===== src/rtl/draw_text_pages.sv =====
// Text-overlay stage: draws one of N_PAGES text pages over the incoming VGA stream, with a
// key-driven menu cursor and page switches that only take effect at the start of vblank.
module draw_text_pages #(
  parameter int unsigned N_PAGES    = 4,
  parameter int unsigned COLS       = 64,
  parameter int unsigned ROWS       = 4,
  parameter int unsigned POS_X      = 230,
  parameter int unsigned POS_Y      = 300,
  parameter int unsigned SCALE      = 0,
  parameter int unsigned FONT_LAT   = 2,
  parameter logic [11:0] TEXT_COLOR = 12'hFFF,
  parameter logic [11:0] BG_COLOR   = 12'h000,
  parameter logic [11:0] HL_COLOR   = 12'h00F,
  parameter logic [3:0]  KEY_IDLE   = 4'h0,
  parameter logic [3:0]  KEY_UP     = 4'h1,
  parameter logic [3:0]  KEY_DOWN   = 4'h2,
  parameter logic [3:0]  KEY_ENTER  = 4'h3,
  parameter logic [3:0]  KEY_ESC    = 4'hF,
  localparam int unsigned ColW      = $clog2(COLS),
  localparam int unsigned RowW      = (ROWS > 1) ? $clog2(ROWS) : 1,
  localparam int unsigned PageW     = $clog2(N_PAGES)
) (
  input  logic             clk,
  input  logic             rst_n,
  input  logic [3:0]       key_i,
  input  logic [10:0]      in_hcount_i,
  input  logic [10:0]      in_vcount_i,
  input  logic             in_hsync_i,
  input  logic             in_vsync_i,
  input  logic             in_hblnk_i,
  input  logic             in_vblnk_i,
  input  logic [11:0]      in_rgb_i,
  output logic [10:0]      out_hcount_o,
  output logic [10:0]      out_vcount_o,
  output logic             out_hsync_o,
  output logic             out_vsync_o,
  output logic             out_hblnk_o,
  output logic             out_vblnk_o,
  output logic [11:0]      out_rgb_o,
  input  logic [7:0]       char_line_pixels_i,
  output logic [ColW-1:0]  char_col_o,
  output logic [RowW-1:0]  char_row_o,
  output logic [3:0]       char_line_o,
  output logic [PageW-1:0] page_sel_o,
  output logic [RowW-1:0]  cursor_o
);

  localparam int unsigned BoxW = (COLS * 8) << SCALE;
  localparam int unsigned BoxH = (ROWS * 16) << SCALE;
  localparam int unsigned Dly  = FONT_LAT + 1;

  typedef struct packed {
    logic [10:0] hcount;
    logic [10:0] vcount;
    logic        hsync;
    logic        vsync;
    logic        hblnk;
    logic        vblnk;
    logic [11:0] rgb;
  } vga_t;

  typedef struct packed {
    vga_t            vga;
    logic            box;
    logic [2:0]      px;
    logic [RowW-1:0] row;
  } pix_t;

  // ---------------------------------------------------------------- key / page control
  logic [3:0]       key_prev_q;
  logic             vblnk_prev_q;
  logic             key_fire;
  logic [RowW-1:0]  cursor_q, cursor_d;
  logic [PageW-1:0] page_q, page_d;
  logic [PageW-1:0] pend_q, pend_d;

  assign key_fire = (key_i != key_prev_q) && (key_i != KEY_IDLE);

  always_comb begin
    cursor_d = cursor_q;
    pend_d   = pend_q;
    page_d   = (in_vblnk_i && !vblnk_prev_q) ? pend_q : page_q;
    if (key_fire) begin
      if (page_q == '0) begin
        case (key_i)
          KEY_UP:    cursor_d = (cursor_q == '0) ? RowW'(ROWS - 1) : cursor_q - RowW'(1);
          KEY_DOWN:  cursor_d = (cursor_q == RowW'(ROWS - 1)) ? '0 : cursor_q + RowW'(1);
          KEY_ENTER: begin
            // Menu row k-1 opens page k; rows with no page behind them do nothing.
            if (32'(cursor_q) + 1 < N_PAGES) pend_d = PageW'(32'(cursor_q) + 1);
          end
          default: ;
        endcase
      end else if (key_i == KEY_ESC) begin
        pend_d = '0;
      end
    end
  end

  always_ff @(posedge clk or negedge rst_n) begin
    if (!rst_n) begin
      key_prev_q   <= KEY_IDLE;
      vblnk_prev_q <= 1'b0;
      cursor_q     <= '0;
      page_q       <= '0;
      pend_q       <= '0;
    end else begin
      key_prev_q   <= key_i;
      vblnk_prev_q <= in_vblnk_i;
      cursor_q     <= cursor_d;
      page_q       <= page_d;
      pend_q       <= pend_d;
    end
  end

  // ---------------------------------------------------------------- stage 1: font address
  logic            in_box;
  logic [10:0]     dx, dy, dxs, dys;
  logic [ColW-1:0] col_q, col_d;
  logic [RowW-1:0] row_q, row_d;
  logic [3:0]      line_q, line_d;

  assign in_box = (32'(in_hcount_i) >= POS_X) && (32'(in_hcount_i) < POS_X + BoxW) &&
                  (32'(in_vcount_i) >= POS_Y) && (32'(in_vcount_i) < POS_Y + BoxH);
  assign dx  = in_hcount_i - 11'(POS_X);
  assign dy  = in_vcount_i - 11'(POS_Y);
  assign dxs = dx >> SCALE;
  assign dys = dy >> SCALE;

  always_comb begin
    col_d  = col_q;
    row_d  = row_q;
    line_d = line_q;
    if (in_box) begin
      col_d  = ColW'(dxs >> 3);
      row_d  = RowW'(dys >> 4);
      line_d = dys[3:0];
    end
  end

  always_ff @(posedge clk or negedge rst_n) begin
    if (!rst_n) begin
      col_q  <= '0;
      row_q  <= '0;
      line_q <= '0;
    end else begin
      col_q  <= col_d;
      row_q  <= row_d;
      line_q <= line_d;
    end
  end

  // ---------------------------------------------------------------- delay line
  // Carries timing plus the per-pixel glyph context until the font data has arrived.
  pix_t stage_in;
  pix_t dly_q [Dly];
  pix_t last;

  always_comb begin
    stage_in.vga.hcount = in_hcount_i;
    stage_in.vga.vcount = in_vcount_i;
    stage_in.vga.hsync  = in_hsync_i;
    stage_in.vga.vsync  = in_vsync_i;
    stage_in.vga.hblnk  = in_hblnk_i;
    stage_in.vga.vblnk  = in_vblnk_i;
    stage_in.vga.rgb    = in_rgb_i;
    stage_in.box        = in_box;
    stage_in.px         = dxs[2:0];
    stage_in.row        = RowW'(dys >> 4);
  end

  always_ff @(posedge clk or negedge rst_n) begin
    if (!rst_n) begin
      for (int i = 0; i < int'(Dly); i++) dly_q[i] <= '0;
    end else begin
      dly_q[0] <= stage_in;
      for (int i = 1; i < int'(Dly); i++) dly_q[i] <= dly_q[i-1];
    end
  end

  assign last = dly_q[Dly-1];

  // ---------------------------------------------------------------- colour + output stage
  vga_t out_q, out_d;
  logic glyph_bit;

  assign glyph_bit = char_line_pixels_i[3'd7 - last.px];

  always_comb begin
    out_d = last.vga;
    if (last.box) begin
      if (glyph_bit)                                     out_d.rgb = TEXT_COLOR;
      else if ((page_q == '0) && (last.row == cursor_q)) out_d.rgb = HL_COLOR;
      else                                               out_d.rgb = BG_COLOR;
    end
  end

  always_ff @(posedge clk or negedge rst_n) begin
    if (!rst_n) out_q <= '0;
    else        out_q <= out_d;
  end

  assign out_hcount_o = out_q.hcount;
  assign out_vcount_o = out_q.vcount;
  assign out_hsync_o  = out_q.hsync;
  assign out_vsync_o  = out_q.vsync;
  assign out_hblnk_o  = out_q.hblnk;
  assign out_vblnk_o  = out_q.vblnk;
  assign out_rgb_o    = out_q.rgb;
  assign char_col_o   = col_q;
  assign char_row_o   = row_q;
  assign char_line_o  = line_q;
  assign page_sel_o   = page_q;
  assign cursor_o     = cursor_q;

endmodule


===== config.mk =====
export PLATFORM = sky130hd
export DESIGN_NAME = draw_text_pages
export DESIGN_NICKNAME = d
export VERILOG_FILES = /design/src/rtl/draw_text_pages.sv
export SDC_FILE = /design/constraint.sdc
export NUM_CORES = 1
export LEC_CHECK = 0
export CORE_AREA = 2 2 122 124
export DETAILED_ROUTE_END_ITERATION = 12
export DIE_AREA = 0 0 124 126
export DONT_BUFFER_PORTS = 1
export GPL_TIMING_DRIVEN = 0
export PLACE_DENSITY = 0.58
export SYNTH_ARGS = -nofsm -noshare
export SYNTH_HDL_FRONTEND = slang
export SYNTH_SLANG_ARGS = --single-unit

===== constraint.sdc =====
create_clock -name clk -period 1.5 [get_ports clk]
set_input_delay 0.3 -clock clk [delete_from_list [all_inputs] [get_ports clk]]
set_output_delay 0.3 -clock clk [all_outputs]
set_load 0.1 [all_outputs]

==> impl_results.md, run 1 <==
* Final setup margin at -0.229 ns
* Clock skew at 0.00588 ns
* Vias at 2546
* Fin crit share at 1.15
* Cell accounting for the most synthesized area: dfrtp_1
* Worst Path Required at 1.80 ns
* MaxCap Viol Count at 0
* Skew-Pair Late Insertion Delay at 0.42 ns
* Sum of buffers and inverters on the critical path at 1
* Antenna violations before repair at 0
* Min Tclk post-route at 1.73 ns
* Worst Tran Pin Value at 0.636 ns
* Pwr Total at 12.2 mW
* Status: finished, violations left
* Gpl congestion at 0.654
* Post-synthesis register bit count at 189
* Syn-to-layout area delta at 27.0%
* Commonest non-fill, non-tap cells in the layout: dfrtp_1, dfrtp_2, dlygate4sd3_1
* Die H at 126 um
* Tot GR Track Use at 0.125
* Hold Slack at -0.424 ns
* R2R cell count at 5
* Post-Syn Nets at 362
* Final setup fails at 16
* Die footprint at 15600 sq um
* Antenna cell count at 0
* CP top delay family: flip-flops
* Syn_area_per_cell at 18.3 sq um
* Core ar. at 14300 sq um
* YS warnings at 0
* Final nets at 432
* Yosys cell types at 34
* CP peak stage delay at 0.63 ns
* CP Cell Sequence: nor4_4 > inv_1 > o22ai_1 > nand4_1 > mux2_2
* Lkg Pwr at 3.14 nW
* Max-slew violations at 0
* Largest net degree at the start of global routing at 190
* CTS Buf Count at 17
* Vias in the first global route at 2799
* Maximum VDD drop at 0.830 mV
* Share of cells above drive strength 1 at 0.342
* Worst Path Arrival at 2.03 ns
* Synth Cell Area at 5610 sq um
* Synth area leaders: dfrtp_1, mux2_4, mux2_2
* Vias per cell at 4.44
* Violated checks: hold timing, setup timing
* Rel. slew slack at 0.576
* I/O Buffers at 0
* Critical path type: reg -> reg
* Cells after Synth at 306
* R2r endpoint: pend_q[0]
* Count of final hold-check violations at 189
* Clock sink total at 189
* Htree depth at 4
* First-pass GRT wire length at 14200 um
* Worst-path clk slew at 0.06 ns
* RSZ-0062 raised after global routing: yes
* Sequential fraction of the synthesis area at 0.843
* Hold Path Class: in -> async
* Pwr dens at 1710 nW/um^2
* Final Cell Area at 7130 sq um
* Total global routing overflow at 0
* Drt total wl at 8950 um
* Crit path depth at 5
* Cell row count at 44
* CTS Buffer Depth at 2
* Root Buffer: clkbuf_16
* Synth top area share at 0.843
* I/O pins at 106
* Routed length per instance at 15.6 um
* Maximum clock frequency at 578 MHz
* Area after DPL at 5900 sq um
* Crit end category: flop
* Critical-path top delay cell: dfrtp_4
* Post-route DRC at 0
* DR pass1 iterations at 4
* DRT antenna net count at 0
* Fillcell total at 1193
* Crit Path Max Fanout at 5
* Detailed placer's ending HPWL at 5330 um
* Starting Density at 0.392
* Die Span X at 124 um
* Reg2reg start: page_sel_o[1]
* Flop2flop setup slack at -0.23 ns
* Commonest non-fill, non-tap cell in the layout: dfrtp_1
* Starting DRT DRC Count at 237
* CTS tree: done
* Critical Path Source Type: flop
==> area by class of cell <==
cell class | count | area, sq um | area share
sequential | 189 | 4810 | 0.674
multi-input combinational | 96 | 891 | 0.125
timing repair buffer | 51 | 507 | 0.0711
clock buffer | 18 | 439 | 0.0616
tap | 184 | 230 | 0.0323
clock inverter | 14 | 169 | 0.0237
inverter | 19 | 71.3 | 0.0100
buffer | 2 | 15.0 | 0.00211
==> sequential cells by signal, summed over array words and instances, names as in the netlist, 4 cells and up <==
name,count
out_hcount_o,11
key_prev_q,4
char_line_o,4
dly_q,129
out_rgb_o,12
char_col_o,6
out_vcount_o,11
==> where the power goes <==
group,internal (mW),switching (mW),leakage (nW)
registers,5.53,1.57,2.17
logic,0.376,0.245,0.676
clock network,2.67,1.84,0.296
total,8.57,3.65,3.14
==> through the flow <==
step / std cells / setup slack (ns) / utilization / TNS [ns]
2_1_floorplan: 306 / -0.213 / - / -2.41
3_3_place_gp: 490 / -0.454 / 0.412 / -6.80
3_5_place_dp: 490 / -0.485 / 0.412 / -7.45
4_1_cts: 570 / -0.247 / 0.492 / -3.51
5_1_grt: 573 / -0.293 / 0.498 / -3.34
6_report: 573 / -0.229 / 0.498 / -2.26
==> synth_stat cells, drive strengths merged <==
| cell type | n |
|---|---|
| nand2 | 9 |
| nand4 | 1 |
| o21a | 2 |
| buf | 1 |
| mux2 | 15 |
| clkbuf | 1 |
| o31ai | 2 |
| a211oi | 2 |
| ha | 4 |
| a21oi | 3 |
| nand3 | 4 |
| nand3b | 2 |
| nor4 | 1 |
| nor3 | 2 |
| nor4b | 3 |
| nor2b | 1 |
| mux2i | 2 |
| o21ai | 14 |
| o22ai | 2 |
| nand2b | 4 |
| xnor2 | 7 |
| dfrtp | 189 |
| nor2 | 6 |
| xor2 | 6 |
| inv | 19 |
| mux4 | 2 |
| a31oi | 2 |
==> worst max-delay path by stage <==
| stage | startpoint | end |
|---|---|---|
| floorplan | in_hcount_i[1] | char_col_o[0] |
| global placement | in_hcount_i[1] | char_col_o[5] |
| detailed placement | in_hcount_i[1] | char_col_o[1] |
| CTS | dly_q[2] | out_rgb_o[3] |
| global route | page_sel_o[1] | pend_q[0] |
| finish | page_sel_o[1] | pend_q[0] |
==> kinds of logic (layout without fill, tap and decap cells) <==
| kind of cell | after synthesis | after routing | share of synthesized area |
|---|---|---|---|
| AOI/OAI and AO/OA | 27 | 27 | 0.0319 |
| xor gates and xnor gates | 13 | 13 | 0.0203 |
| adders and majority gates | 4 | 4 | 0.00892 |
| buffers and inverters | 21 | 104 | 0.0154 |
| DFF | 189 | 189 | 0.843 |
| muxes | 19 | 19 | 0.0470 |
| and+or+nand+nor | 33 | 33 | 0.0339 |
==> layer usage <==
layer | vias up | track usage | part of all wire
met5 | - | 0 | 0
met4 | 0 | 0.0753 | 0.024
met3 | 16 | 0.0444 | 0.061
met2 | 84 | 0.191 | 0.50
met1 | 1306 | 0.153 | 0.42
li1 | 1140 | - | -
==> timing repair <==
item	4_1_cts	5_1_grt
hold endpoints to repair	236	190
cloned	0	1
hold buffers	44	1
endpoints found under the setup margin	74	22
pin swaps	1	1
resized for setup	48	32
setup buffers	4	1
(Power assumes the default switching activity.)
==> run 2, diff against run 1 <==
--- a/config.mk
+++ b/config.mk
@@ -5,12 +5,14 @@
 export SDC_FILE = /design/constraint.sdc
 export NUM_CORES = 1
 export LEC_CHECK = 0
-export CORE_AREA = 2 2 122 124
+export ABC_AREA = 1
+export CORE_AREA = 2 2 123 125
 export DETAILED_ROUTE_END_ITERATION = 12
-export DIE_AREA = 0 0 124 126
+export DIE_AREA = 0 0 125 127
 export DONT_BUFFER_PORTS = 1
 export GPL_TIMING_DRIVEN = 0
 export PLACE_DENSITY = 0.58
+export SLEW_MARGIN = 20
 export SYNTH_ARGS = -nofsm -noshare
 export SYNTH_HDL_FRONTEND = slang
 export SYNTH_SLANG_ARGS = --single-unit
==> run 2 against run 1 <==
The run ends with hold timing left; area after synthesis up 1.8%; maximum frequency up 20%; sequential share of layout area up 0.41 points; design area down 0.63%; clock-buffer cell count up 3; critical endpoint is now pend_q[1]; highest routed layer unchanged.
==> impl_results.md, run 2 <==
* Number of flip-flops in the largest register at 129
* Final setup fails at 0
* Starting DRT DRC Count at 125
* Detailed placer's ending HPWL at 5530 um
* Most common cell in the netlist: dfrtp_1
* Hold Path Class: in -> async
* Count of final hold-check violations at 189
* Commonest non-fill, non-tap cells in the layout: dfrtp_1, nand2_1, dfrtp_2
* Starting Density at 0.396
* Drt total wl at 8940 um
* Post-synthesis register bit count at 189
* Max-slew violations at 0
* RSZ-0062 raised after global routing: yes
* Vias at 2869
* Min Tclk post-route at 1.44 ns
* Cell row count at 44
* Post-synth ARST share at 1.00
* Most flops, register: dly_q
* Sequential fraction of the synthesis area at 0.828
* Synth Cell Area at 5710 sq um
* Final nets at 503
* First-pass GRT wire length at 15000 um
* Gpl congestion at 0.782
* DR pass1 iterations at 4
* Pwr Total at 12.0 mW
* Status: finished, violations left
* Commonest cells post-synth: dfrtp_1, nand2_1, nand3_1, inv_1, nor2_1
* Critical Path Source Type: flop
* Htree depth at 4
* Syn-to-layout area delta at 24.0%
* Skew-Pair Late Insertion Delay at 0.41 ns
* Sw Ratio at 0.307
* Root Buffer: clkbuf_16
* I/O pins at 106
* Die Span X at 125 um
* Post-route DRC at 0
* Worst Path Required at 1.80 ns
* Hold_buf cts at 43
* Commonest non-fill, non-tap cell in the layout: dfrtp_1
* Antenna violations before repair at 0
* Die footprint at 15900 sq um
* Gate power share at 0.058
* Net Switching at 3.69 mW
* Core ar. at 14400 sq um
* Violated checks: hold timing
* Crit end category: flop
* Lkg Pwr at 3.24 nW
* Yosys cell types at 24
* MaxCap Viol Count at 0
* Synth top area share at 0.828
* Maximum VDD drop at 0.961 mV
* YS warnings at 0
* Pwr dens at 1690 nW/um^2
* Largest net degree at the start of global routing at 190
* Syn_area_per_cell at 14.9 sq um
* Rel. slew slack at 0.659
* I/O Buffers at 0
* Vias in the first global route at 3147
* Crit Path Max Fanout at 3
* Tot GR Track Use at 0.122
* Worst-path clk slew at 0.06 ns
* Vias per cell at 4.45
* Top_reg_cell synth: dfrtp_1
* Clk pwr share at 0.356
* Int Power at 8.32 mW
* Clock skew at 0.00487 ns
* Flop2flop setup slack at 0.06 ns
* Post-Syn Nets at 440
* Hold Slack at -0.421 ns
* Critical path type: reg -> reg
* Synth area leaders: dfrtp_1, nand2_1, nand3_1
* CTS Buf Count at 17
* CP peak stage delay at 0.63 ns
* Worst Path Arrival at 1.74 ns
* Critical-path top delay cell: dfrtp_4
* Critical path's most frequent cell: nand2_1
* Cells after Synth at 384
* Fin crit share at 0.961
* Setup TNS at 0 ns
* Clock sink total at 189
* Post-synth EDFFs at 0
* CTS Buffer Depth at 2
* Share of cells above drive strength 1 at 0.250
* Die H at 127 um
* CP Cell Sequence: nor2_4 > nand2_2 > o21ai_2 > nand3_1 > nand2_1 > nand2_1
* Total global routing overflow at 0
* Antenna cell count at 0
* DRT antenna net count at 0
* Maximum clock frequency at 693 MHz
* Cell accounting for the most synthesized area: dfrtp_1
* Worst Tran Pin Value at 0.511 ns
* CTS tree: done
* Reg power frac at 0.586
* Routed length per instance at 13.9 um
==> run 2: stage by stage <==
stage	setup WS [ns]	instances	area, sq um	util
2_1_floorplan	0.0207	384	5720	-
3_3_place_gp	-0.129	568	5950	0.413
3_5_place_dp	-0.194	568	5950	0.413
4_1_cts	0.0144	643	7040	0.488
5_1_grt	-0.00426	644	7090	0.491
6_report	0.0578	644	7090	0.491
==> run 2: final timing paths <==
| kind | from | depth (start not counted) | end |
|---|---|---|---|
| worst max-delay path | page_sel_o[0] | 6 | pend_q[1] |
| worst min-delay path | rst_n | 0 | dly_q[113] |
| worst max register to register | page_sel_o[0] | 6 | pend_q[1] |
| worst min register to register | dly_q[122] | 0 | dly_q[78] |
| max in group asynchronous | rst_n | 0 | out_hcount_o[7] |
| min in group clk | in_vcount_i[0] | 2 | char_line_o[0] |
==> run 2: cells by family (layout without fill, tap and decap cells) <==
kind of cell	count (synthesis)	in the layout	share of synthesized area
DFF	189	189	0.828
and+or+nand+nor	140	140	0.110
buffers and inverters	28	104	0.0230
xor gates and xnor gates	12	12	0.0184
AOI/OAI and AO/OA	9	9	0.00854
adders and majority gates	4	4	0.00876
muxes	2	2	0.00394
==> run 2: cell type report <==
cell class | count | area, sq um
timing repair buffer | 44 | 438
multi-input combinational | 167 | 900
fill | 1246 | 7340
tap | 184 | 230
sequential | 189 | 4810
clock buffer | 21 | 470
inverter | 22 | 85.1
clock inverter | 11 | 106
buffer | 6 | 48.8
==> run 2: per-layer routing <==
metal | global-route usage | up-vias | wire [um]
met5 | 0 | - | 0
met4 | 0.0673 | 0 | 229
met3 | 0.0519 | 18 | 723
met2 | 0.193 | 101 | 4350
met1 | 0.142 | 1421 | 3640
li1 | - | 1329 | -
==> run 2: critical path: cells and delay by family (launching register included) <==
family / cells / cell delay (ns)
AO/OA/AOI/OAI: 1 / 0.18
flip-flops: 1 / 0.63
AND/OR/NAND/NOR: 5 / 0.51
==> run 2: power groups by stage <==
stage / Clock (mW) / Sequential (mW) / Combinational, mW
floorplan: 0 / 6.97 / 0.401
global placement: 0 / 7.05 / 0.453
detailed placement: 0 / 7.05 / 0.480
CTS: 4.44 / 7.01 / 0.589
global route: 4.65 / 7.08 / 0.781
finish: 4.27 / 7.04 / 0.696
==> run 2: repair_timing <==
item | 4_1_cts | 5_1_grt
pin swaps | 0 | 3
gates resized for setup | 57 | 11
endpoints found under the setup margin | 54 | 4
hold endpoints to repair | 235 | 189
setup buffers | 0 | 1
